<file path="src/rtl/scan_sequencer.sv">
// rtl/scan_sequencer.sv - line scan sequencer driving a 3-to-8 decoder address and enable strobe
module scan_sequencer #(
  parameter int DWELL_W = 4
) (
  input  logic               clk,
  input  logic               rst_n,
  input  logic               start,
  input  logic               stop,
  input  logic               cont,
  input  logic [7:0]         mask,
  input  logic [DWELL_W-1:0] dwell,
  output logic               adr0,
  output logic               adr1,
  output logic               adr2,
  output logic               E,
  output logic               busy,
  output logic               done
);

  localparam logic [2:0] IDLE   = 3'd0;
  localparam logic [2:0] SETUP  = 3'd1;
  localparam logic [2:0] ACTIVE = 3'd2;
  localparam logic [2:0] GUARD  = 3'd3;
  localparam logic [2:0] DONE   = 3'd4;

  logic [2:0]         state, state_nxt;
  logic [2:0]         adr_q, adr_nxt;
  logic [DWELL_W-1:0] cnt, cnt_nxt;
  logic [7:0]         mask_q;
  logic [DWELL_W-1:0] dwell_q;
  logic               cont_q;
  logic               e_q, busy_q, done_q;
  logic [3:0]         next_line;

  // Lowest enabled line index; a zero mask never reaches the scan states.
  function automatic logic [2:0] lowest(input logic [7:0] m);
    lowest = 3'd0;
    for (int i = 7; i >= 0; i--) begin
      if (m[i]) lowest = i[2:0];
    end
  endfunction

  // Nearest enabled index strictly above cur, as {found, index}.
  function automatic logic [3:0] above(input logic [7:0] m, input logic [2:0] cur);
    above = 4'd0;
    for (int i = 7; i >= 0; i--) begin
      if (m[i] && (i > int'(cur))) above = {1'b1, i[2:0]};
    end
  endfunction

  assign next_line = above(mask_q, adr_q);

  // Next-state, next-address and dwell-counter decisions; stop wins in the scan states.
  always_comb begin
    state_nxt = state;
    adr_nxt   = adr_q;
    cnt_nxt   = cnt;
    case (state)
      IDLE: begin
        if (start) begin
          if (mask == 8'd0) begin
            state_nxt = DONE;
          end else begin
            state_nxt = SETUP;
            adr_nxt   = lowest(mask);
          end
        end
      end
      SETUP: begin
        if (stop) begin
          state_nxt = IDLE;
        end else begin
          state_nxt = ACTIVE;
          cnt_nxt   = dwell_q;
        end
      end
      ACTIVE: begin
        if (stop) begin
          state_nxt = IDLE;
        end else if (cnt == '0) begin
          state_nxt = GUARD;
        end else begin
          cnt_nxt = cnt - 1'b1;
        end
      end
      GUARD: begin
        if (stop) begin
          state_nxt = IDLE;
        end else if (next_line[3]) begin
          state_nxt = SETUP;
          adr_nxt   = next_line[2:0];
        end else if (cont_q) begin
          state_nxt = SETUP;
          adr_nxt   = lowest(mask_q);
        end else begin
          state_nxt = DONE;
        end
      end
      DONE: begin
        state_nxt = IDLE;
      end
      default: begin
        state_nxt = IDLE;
      end
    endcase
  end

  // State, address, counter and captured configuration; outputs are registered from the next state.
  always_ff @(posedge clk or negedge rst_n) begin
    if (!rst_n) begin
      state   <= IDLE;
      adr_q   <= 3'd0;
      cnt     <= '0;
      mask_q  <= 8'd0;
      dwell_q <= '0;
      cont_q  <= 1'b0;
      e_q     <= 1'b0;
      busy_q  <= 1'b0;
      done_q  <= 1'b0;
    end else begin
      state <= state_nxt;
      adr_q <= adr_nxt;
      cnt   <= cnt_nxt;
      if (state == IDLE && start) begin
        mask_q  <= mask;
        dwell_q <= dwell;
        cont_q  <= cont;
      end
      e_q    <= (state_nxt == ACTIVE);
      busy_q <= (state_nxt != IDLE);
      done_q <= (state_nxt == DONE);
    end
  end

  assign adr0 = adr_q[2];
  assign adr1 = adr_q[1];
  assign adr2 = adr_q[0];
  assign E    = e_q;
  assign busy = busy_q;
  assign done = done_q;

endmodule

</file>
<file path="config.mk">
export PLATFORM = sky130hd
export DESIGN_NAME = scan_sequencer
export DESIGN_NICKNAME = d
export VERILOG_FILES = /design/src/rtl/scan_sequencer.sv
export SDC_FILE = /design/constraint.sdc
export NUM_CORES = 1
export LEC_CHECK = 0
export ABC_AREA = 0
export BUFFER_PORTS_ARGS = -buffer_cell sky130_fd_sc_hd__buf_2
export CORE_UTILIZATION = 50
export DETAILED_ROUTE_END_ITERATION = 6
export PLACE_DENSITY = 0.72
export REMOVE_ABC_BUFFERS = 1
export SLEW_MARGIN = 20
export SYNTH_ARGS = -nofsm -noshare
export SYNTH_HDL_FRONTEND = slang
export SYNTH_SLANG_ARGS = --single-unit
</file>
<file path="constraint.sdc">
create_clock -name clk -period 1.8 [get_ports clk]
set_clock_uncertainty 0.05 [all_clocks]
set_input_delay 0.18 -clock clk [delete_from_list [all_inputs] [get_ports clk]]
set_output_delay 0.18 -clock clk [all_outputs]
set_load 0.005 [all_outputs]
</file>
==> flow_summary.toml <==
[yosys]
ys_async_sr_fraction_pct = 100
yosysWarnings = 0
syn_area_sq_um = 1480
yosysTopAreaCell = "dfrtp_1"
synth_top_area_share_pct = 44.1
syn-instance-count = 151
ys_ff_latch = 26
seq_area_frac_synth_pct = 44.1
ys_top_cells_by_area = "dfrtp_1 44%, mux2_2 8.4%, nor2_1 4.6%"
dominantRegCellSynth = "dfrtp_1"
avgSynthCellArea_sq_um = 9.78
synth_cell_types = 43
synth_edf_count = 0

[cells_and_area]
fill_cells = 233
drive_gt1_share_pct = 37.8
area_growth_pct = 28.0
fin_area_sq_um = 1890
num_antenna_cells = 0
fin_cells = 227
nets = 215

[route]
initialDrtViolationCount = 46
wl_microns = 3450
antenna_left = 0
route.detailed.drc = 0
firstDrtPassIters = 5
avgRoutedWirePerCell_microns = 15.2
drt-vias-per-instance = 5.83
vias = 1324

[clock_tree]
h-tree-depth = 1
root_buffer = "clkbuf_4"
cts_buffer_depth = 2
cts_buffers = 3
cts.sink_count = 26
cts_tree = "done"
clk_pin_slew_worst_paths_ps = 140
clk_latency_ps = 330

[floorplanning]
io_pins = 23
core_area_sq_um = 2780
num_rows = 19
initial_utilization_pct = 53.1
dieArea_sq_um = 3170
die_h_microns = 56.3
die_width_microns = 56.3

[critical_path]
crit_type = "register to register"
crit_family = "compound AO/OA/AOI/OAI gates"
cpMaxStageDelayCell = "dfrtp_2"
worst_setup_path_start_kind = "register"
path_buf_inv = 0
critical_path.max_stage_delay_ps = 480
worst_setup_path_end_kind = "register"
crit_fanout = 5
cp_cell_sequence = "nand2b_4, a31o_1, and3_4, a211oi_4, a21oi_4, mux2_4"
cp.arrival_ps = 2010
cp_data_required_time_ps = 1980

[grt]
grt_usage_pct = 23.6
grt_pass1_vias = 1250
grt_max_degree = 27
grt_pass1_wl_microns = 5730
gr-total-overflow = 0
antenna_found_initial = 0

[power_and_ir_drop]
total_power_w = 0.00327
ir_drop_mv = 1.14
power.internal_w = 0.00200
power.density_nw_per_um2 = 1730
power_frac_clock_pct = 12.3
seq_power_share_pct = 34.3
p_comb_share_pct = 53.4
swShare_pct = 38.9
p_leak_nw = 0.868
power_switching_w = 0.00127

[placed_design]
gp_congestion = 0.976
place_area_sq_um = 1770
dp.cells = 221
hpwlAfterDp_microns = 2570
dp_slack_ps = -9.01
io_buffer_count = 22

[timing]
rsz0062_at_grt = "yes"
layout_setup_ws_ps = -34.4
setup_violations = 1
hold_violations = 0
post-route-period-util_pct = 102
slew_viol_final = 0
hold-worst-slack_ps = 23.9
max-slew-margin-rel_pct = 61.4
max_freq_mhz = 545
tightest_slew_ps = 579
fin_crit_ps = 1830

[run]
max_cap_violations = 0

[run_status]
outcome = "complete, but fails checks"
failed_checks = "negative setup slack"

[hold_path]
min-delay-path-class = "input port to register"
layer usage:
| metal | track usage, % | wire length (microns) | up-vias |
|---|---|---|---|
| li1 | - | - | 642 |
| met5 | 0 | 0 | - |
| met4 | 6.27 | 34 | 0 |
| met3 | 4.15 | 141 | 5 |
| met2 | 37.1 | 1640 | 41 |
| met1 | 33.8 | 1640 | 636 |
per-stage QoR:
step / utilization [%] / TNS, ps
finish: 67.9 / -34.4
floorplan: - / -57.7
CTS: 66.4 / 0
global placement: 63.6 / -2.32
global route: 67.9 / -131
detailed placement: 63.6 / -13.0
what timing repair did:
action	CTS	global route
hold endpoints to repair	26	0
buffers inserted	0	1
resized for setup	3	6
hold buffers	1	0
pin swaps	0	2
endpoints found under the setup margin	3	5
power groups by stage:
stage | combinational, W | sequential (W) | clock (W)
after floorplan | 0.000884 | 0.00112 | 0
after global placement | 0.00157 | 0.00109 | 0
after detailed placement | 0.00159 | 0.00110 | 0
after CTS | 0.00163 | 0.00110 | 0.000412
after global routing | 0.00189 | 0.00115 | 0.000432
final | 0.00175 | 0.00112 | 0.000401
sequential cells by signal, summed over array words and instances (netlist names), 3 cells and up:
| signal | flops |
|---|---|
| mask_q | 8 |
| state | 3 |
| dwell_q | 4 |
| cnt | 4 |
| adr_q | 3 |
final cells by class:
class	count	area [sq um]	area share, %
Multi-Input combinational cell	112	796	42.1
Sequential cell	26	654	34.6
Timing Repair Buffer	45	314	16.6
Tap cell	31	38.8	2.05
Inverter	9	33.8	1.79
Clock inverter	1	30.0	1.59
Clock buffer	3	22.5	1.19
synth_stat cells, types with 2 or more instances:
cell type and instances:
o41ai_1 2, nand4_1 2, mux2_2 11, nor2_1 18
dfrtp_1 26, a21oi_1 8, o21ai_0 9, nand3_1 4
buf_2 3, nor3_1 8, nor4_1 4, a31oi_1 3
nand2_1 12, mux2i_1 3, inv_1 9, nor2b_1 2
path summary, 6_finish.rpt:
check	start	end	slack (ps)	cells after the start
max	adr_q[0]	adr_q[0]	-30	6
min reg2reg	dwell_q[0]	cnt[0]	460	2
min in group asynchronous	rst_n	adr_q[1]	310	2
min	dwell[0]	dwell_q[0]	20	2
max reg2reg	adr_q[0]	adr_q[0]	-30	6
max in group asynchronous	rst_n	mask_q[7]	980	2
cell usage in the layout, fill, tap and decap left out, drive strengths merged, types with 2 or more instances in the layout:
| cell | Yosys | layout |
|---|---|---|
| nor3 | 8 | 8 |
| nand4 | 2 | 2 |
| nor2b | 3 | 3 |
| clkbuf | 0 | 3 |
| a211oi | 2 | 2 |
| o21ai | 10 | 10 |
| nor4b | 2 | 2 |
| a21oi | 9 | 9 |
| dfrtp | 26 | 26 |
| a31oi | 3 | 3 |
| buf | 4 | 44 |
| mux2 | 13 | 13 |
| mux2i | 3 | 3 |
| nor2 | 18 | 18 |
| nand2 | 12 | 12 |
| nor4 | 4 | 4 |
| o41ai | 2 | 2 |
| nand3 | 4 | 4 |
| inv | 9 | 9 |
cell families (layout without fill, tap and decap cells):
logic type	after synthesis	count (layout)	share of synthesized area [%]
adders and majority gates	1	1	0.847
and+or+nand+nor	60	60	21.9
buffers and inverters	13	58	4.07
AOI/OAI and AO/OA	34	34	16.3
DFF	26	26	44.1
xor gates and xnor gates	1	1	0.593
muxes	16	16	12.2
(Power assumes the default switching activity.)
